File: config.mk
export PLATFORM = sky130hd
export DESIGN_NAME = uart_rx
export DESIGN_NICKNAME = d
export VERILOG_FILES = /design/src/rtl/uart_rx.sv
export SDC_FILE = /design/constraint.sdc
export NUM_CORES = 1
export LEC_CHECK = 0
export CAP_MARGIN = 25
export CORE_AREA = 5 5 66 68
export CTS_BUF_LIST = sky130_fd_sc_hd__clkbuf_4 sky130_fd_sc_hd__clkbuf_8
export CTS_CLUSTER_DIAMETER = 80
export CTS_CLUSTER_SIZE = 25
export DETAILED_ROUTE_END_ITERATION = 8
export DIE_AREA = 0 0 71 73
export GPL_TIMING_DRIVEN = 1
export PLACE_DENSITY = 0.77
export RECOVER_POWER = 25
export SYNTH_ARGS = -nofsm -noshare
export SYNTH_HDL_FRONTEND = slang
export SYNTH_SLANG_ARGS = --single-unit
File: constraint.sdc
create_clock -name clk -period 6 [get_ports clk]
set_clock_uncertainty 0.15 [all_clocks]
set_input_delay 1.2 -clock clk [delete_from_list [all_inputs] [get_ports clk]]
set_output_delay 1.2 -clock clk [all_outputs]
set_load 0.05 [all_outputs]
File: src/rtl/uart_rx.sv
// 8N1 UART receiver: two-flop input synchronizer, centre-sampling bit timer,
// one-cycle rx_valid / frame_err pulses and a BREAK state for a held-low line.
module uart_rx #(
    parameter int unsigned BAUD_DIV = 5208
) (
    input  logic       clk,
    input  logic       rst_n,
    input  logic       rx,
    output logic [7:0] rx_data,
    output logic       rx_valid,
    output logic       frame_err,
    output logic       busy
);

    localparam int unsigned CNT_W = $clog2(BAUD_DIV);
    localparam int unsigned IDX_W = 3;
    localparam logic [CNT_W-1:0] HALF_LOAD = CNT_W'(BAUD_DIV / 2 - 1);
    localparam logic [CNT_W-1:0] FULL_LOAD = CNT_W'(BAUD_DIV - 1);
    localparam logic [IDX_W-1:0] LAST_IDX  = IDX_W'(7);

    typedef enum logic [2:0] {
        S_IDLE,
        S_START,
        S_DATA,
        S_STOP,
        S_BREAK
    } state_e;

    state_e           state_q;
    logic             sync1_q;
    logic             rx_s_q;
    logic [CNT_W-1:0] cnt_q;
    logic [IDX_W-1:0] bit_idx_q;
    logic [7:0]       shift_q;
    logic [7:0]       rx_data_q;
    logic             rx_valid_q;
    logic             frame_err_q;

    // Bring the asynchronous line into the clk domain; idle level is high.
    always_ff @(posedge clk or negedge rst_n) begin
        if (!rst_n) begin
            sync1_q <= 1'b1;
            rx_s_q  <= 1'b1;
        end else begin
            sync1_q <= rx;
            rx_s_q  <= sync1_q;
        end
    end

    // Frame FSM: half-bit wait to the start-bit centre, then one full bit
    // period between samples; pulses default low every cycle.
    always_ff @(posedge clk or negedge rst_n) begin
        if (!rst_n) begin
            state_q     <= S_IDLE;
            cnt_q       <= '0;
            bit_idx_q   <= '0;
            shift_q     <= '0;
            rx_data_q   <= '0;
            rx_valid_q  <= 1'b0;
            frame_err_q <= 1'b0;
        end else begin
            rx_valid_q  <= 1'b0;
            frame_err_q <= 1'b0;
            case (state_q)
                S_IDLE: begin
                    if (!rx_s_q) begin
                        state_q <= S_START;
                        cnt_q   <= HALF_LOAD;
                    end
                end
                S_START: begin
                    if (cnt_q == '0) begin
                        if (!rx_s_q) begin
                            state_q   <= S_DATA;
                            cnt_q     <= FULL_LOAD;
                            bit_idx_q <= '0;
                        end else begin
                            // Low pulse shorter than half a bit: ignore it.
                            state_q <= S_IDLE;
                        end
                    end else begin
                        cnt_q <= cnt_q - CNT_W'(1);
                    end
                end
                S_DATA: begin
                    if (cnt_q == '0) begin
                        shift_q <= {rx_s_q, shift_q[7:1]};
                        cnt_q   <= FULL_LOAD;
                        if (bit_idx_q == LAST_IDX) begin
                            state_q   <= S_STOP;
                            bit_idx_q <= '0;
                        end else begin
                            bit_idx_q <= bit_idx_q + IDX_W'(1);
                        end
                    end else begin
                        cnt_q <= cnt_q - CNT_W'(1);
                    end
                end
                S_STOP: begin
                    if (cnt_q == '0) begin
                        if (rx_s_q) begin
                            rx_data_q  <= shift_q;
                            rx_valid_q <= 1'b1;
                            state_q    <= S_IDLE;
                        end else begin
                            frame_err_q <= 1'b1;
                            state_q     <= S_BREAK;
                        end
                    end else begin
                        cnt_q <= cnt_q - CNT_W'(1);
                    end
                end
                S_BREAK: begin
                    // Wait out a held-low line without re-triggering.
                    if (rx_s_q) begin
                        state_q <= S_IDLE;
                    end
                end
                default: begin
                    state_q <= S_IDLE;
                end
            endcase
        end
    end

    assign rx_data   = rx_data_q;
    assign rx_valid  = rx_valid_q;
    assign frame_err = frame_err_q;
    assign busy      = (state_q != S_IDLE);

endmodule

==> run summary <==
outcome = complete, but fails checks
violated checks = capacitance limit, slew limit
clk sink count = 39
die width = 71 um
Port-buffer cells = 13
Synth Warn # = 0
r2r setup slk = 2.83 ns
fraction of registers with async set/reset = 100%
met1 usage = 18.5%
Clock transition at path regs = 0.07 ns
Post-synth EDFFs = 0
Critical Path Fanout Max = 16
final hold viol count = 0
CP arrival = 1.95 ns
std cell rows = 23
Routability Congestion = 0.895
grt ovf = 0
Initial Util = 50.8%
top-area cell type share of the netlist area = 48.0%
Slew HR = -30.8%
worst hold start = sync1_q
CP Class = flip-flop to primary output
max cap viols = 1
via/cell ratio = 6.17
number of library cell types mapped by synthesis = 43
Clock Latency Late Sink = 0.29 ns
CTS max path bufs = 2
post-CTS setup repair buffer count = 0
layout cells sized above 1 = 16.1%
final hold slack = 0.207 ns
ys flop type = dfrtp_1
reg2reg start = cnt_q[0]
core footprint = 3800 um^2
# hold bufs at CTS = 0
Worst Path Required = 4.65 ns
Die ar. = 5180 um^2
sequential area share after synthesis = 50.7%
CTS root buffer = clkbuf_8
syn avg cell area = 10.7 um^2
busiest grt layer = met2
Leak = 0.934 nW
WL/cell = 15.7 um
drt first pass iters = 5
Die H = 73 um
largest cells by area after synthesis = dfrtp_1 (48%), mux2_2 (6.4%), o21ai_0 (3.6%), a21oi_1 (3.1%), nor2_1 (3.1%)
Starting DRT DRC Count = 151
CTS Buf Count = 5
area grow syn2layout = 12.1%
final setup violating endpoints = 0
pins over their slew limit = 40
Syn Nets = 187
total track usage = 15.6%
grt met2 use = 27.8%
Final period util = 54.9%
Worst Hold Depth = 0
GR Layer Usage met3 = 3.44%
Startpoint Class = flip-flop
Post-Syn Area = 1930 um^2
antenna diode count = 0
worst hold path class = flip-flop to flip-flop
largest net degree at the start of global routing = 40
setup_tns = 0 ns
dpl hpwl = 2.71 mm
highest clock rate = 0.303 GHz
I/O pin cnt = 14
Final min period = 3.30 ns
total number of vias = 1500
final net count = 198
first-pass GRT wire length = 6.38 mm
FF+latch count, synth = 39
Slew @ Worst Pin = 1.96 ns
RSZ-0062 raised after global routing = false
# DRC = 0
vias in the first global route = 1375
reg2reg path depth = 7
Resized Gates After CTS = 0
Critical R2R Capture = cnt_q[10]
total power per unit cell area = 205 nW/um^2
post-synth top area cell = dfrtp_1
DRT Wirelength = 3.81 mm
CTS tree = built
WHS Endpoint = rx_s_q
Max VDD drop = 0.167 mV
ANT nets after route = 0
H-tree depth = 2
CP endpoint kind = primary output
initial antenna violation count = 0
Synth Instances = 181
==> cell usage after synthesis (3+ instances only) <==
library cell  count
a32oi_1           3
nor2_1           16
ha_1              3
clkbuf_1          7
dfrtp_1          37
inv_1             5
nand3_1           3
nor3_1            8
o21ai_0          14
mux2_1            5
o31ai_1           4
a21oi_1          12
nor4_1            4
nand2_1          10
mux2_2           11
==> cell type report <==
class | count | area [um^2]
Timing Repair Buffer | 13 | 124
Multi-Input combinational cell | 128 | 890
Fill cell | 334 | 1640
Sequential cell | 39 | 978
Clock buffer | 5 | 68.8
Tap cell | 50 | 62.6
Inverter | 5 | 18.8
Clock inverter | 3 | 20.0
==> flip-flops by register name, summed over array words and instances (netlist names), 3 cells and up <==
register	count
rx_data	8
state_q	3
bit_idx_q	3
cnt_q	13
shift_q	8
==> worst max-delay path by stage <==
stage	start	endpoint	slack, ns
6_report	state_q[2]	busy	2.70
5_1_grt	state_q[2]	busy	2.62
4_1_cts	state_q[2]	busy	2.68
3_5_place_dp	cnt_q[0]	cnt_q[12]	2.96
3_3_place_gp	state_q[2]	busy	3.03
2_1_floorplan	state_q[2]	busy	3.46
==> metrics by stage <==
stage | setup WS, ns | util (%) | area, um^2 | power (mW) | std cells
6_report | 2.70 | 56.9 | 2160 | 0.444 | 243
3_3_place_gp | 3.03 | 54.6 | 2070 | 0.277 | 235
3_5_place_dp | 2.96 | 54.6 | 2070 | 0.277 | 235
4_1_cts | 2.68 | 56.9 | 2160 | 0.451 | 243
5_1_grt | 2.62 | 56.9 | 2160 | 0.462 | 243
2_1_floorplan | 3.46 | - | 1930 | 0.271 | 181
==> cell usage in the layout (no fill, tap or decap), types with 2 or more instances in the layout <==
cell and count:
or3b_2 2, dfrtp_1 37, mux2_2 11, nor3_1 8
a22o_1 2, o41ai_1 2, ha_1 3, or3_1 2
nor4_1 4, mux2_1 5, nand4_1 2, nand3_1 3
a211oi_1 2, or4_1 2, or4_4 2, mux2i_1 2
clkdlybuf4s50_1 11, a32oi_1 3, nor2_1 16, o31ai_1 4
clkinvlp_4 2, nand2_1 10, o21ai_0 14, a21oi_1 12
clkbuf_8 5, dfstp_2 2, inv_1 5, nor3b_1 2
==> critical path: stages (launching register included) <==
cell,delay [ns]
dfrtp_1,0.53
or3_1,0.42
clkdlybuf4s50_1,0.71
==> per-layer routing <==
layer,share of wire [%],vias up
li1,-,690
met1,40,723
met2,52,75
met3,6.2,12
met4,1.6,0
met5,0,-
==> logic make-up after synthesis <==
family                     Yosys count  synth area share [%]
adders and majority gates            3                  1.95
AOI/OAI and AO/OA                   45                  14.5
buffers and inverters               14                  3.18
DFF                                 39                  50.7
and+or+nand+nor                     62                  19.3
muxes                               18                  10.4
==> power breakdown <==
| part | internal [mW] | switching, mW | leakage (nW) |
|---|---|---|---|
| registers | 0.264 | 0.000906 | 0.486 |
| clock network | 0.0808 | 0.0920 | 0.0402 |
| logic | 0.000941 | 0.00563 | 0.407 |
| total | 0.346 | 0.0986 | 0.934 |
Power figures use the tool's default switching activity.
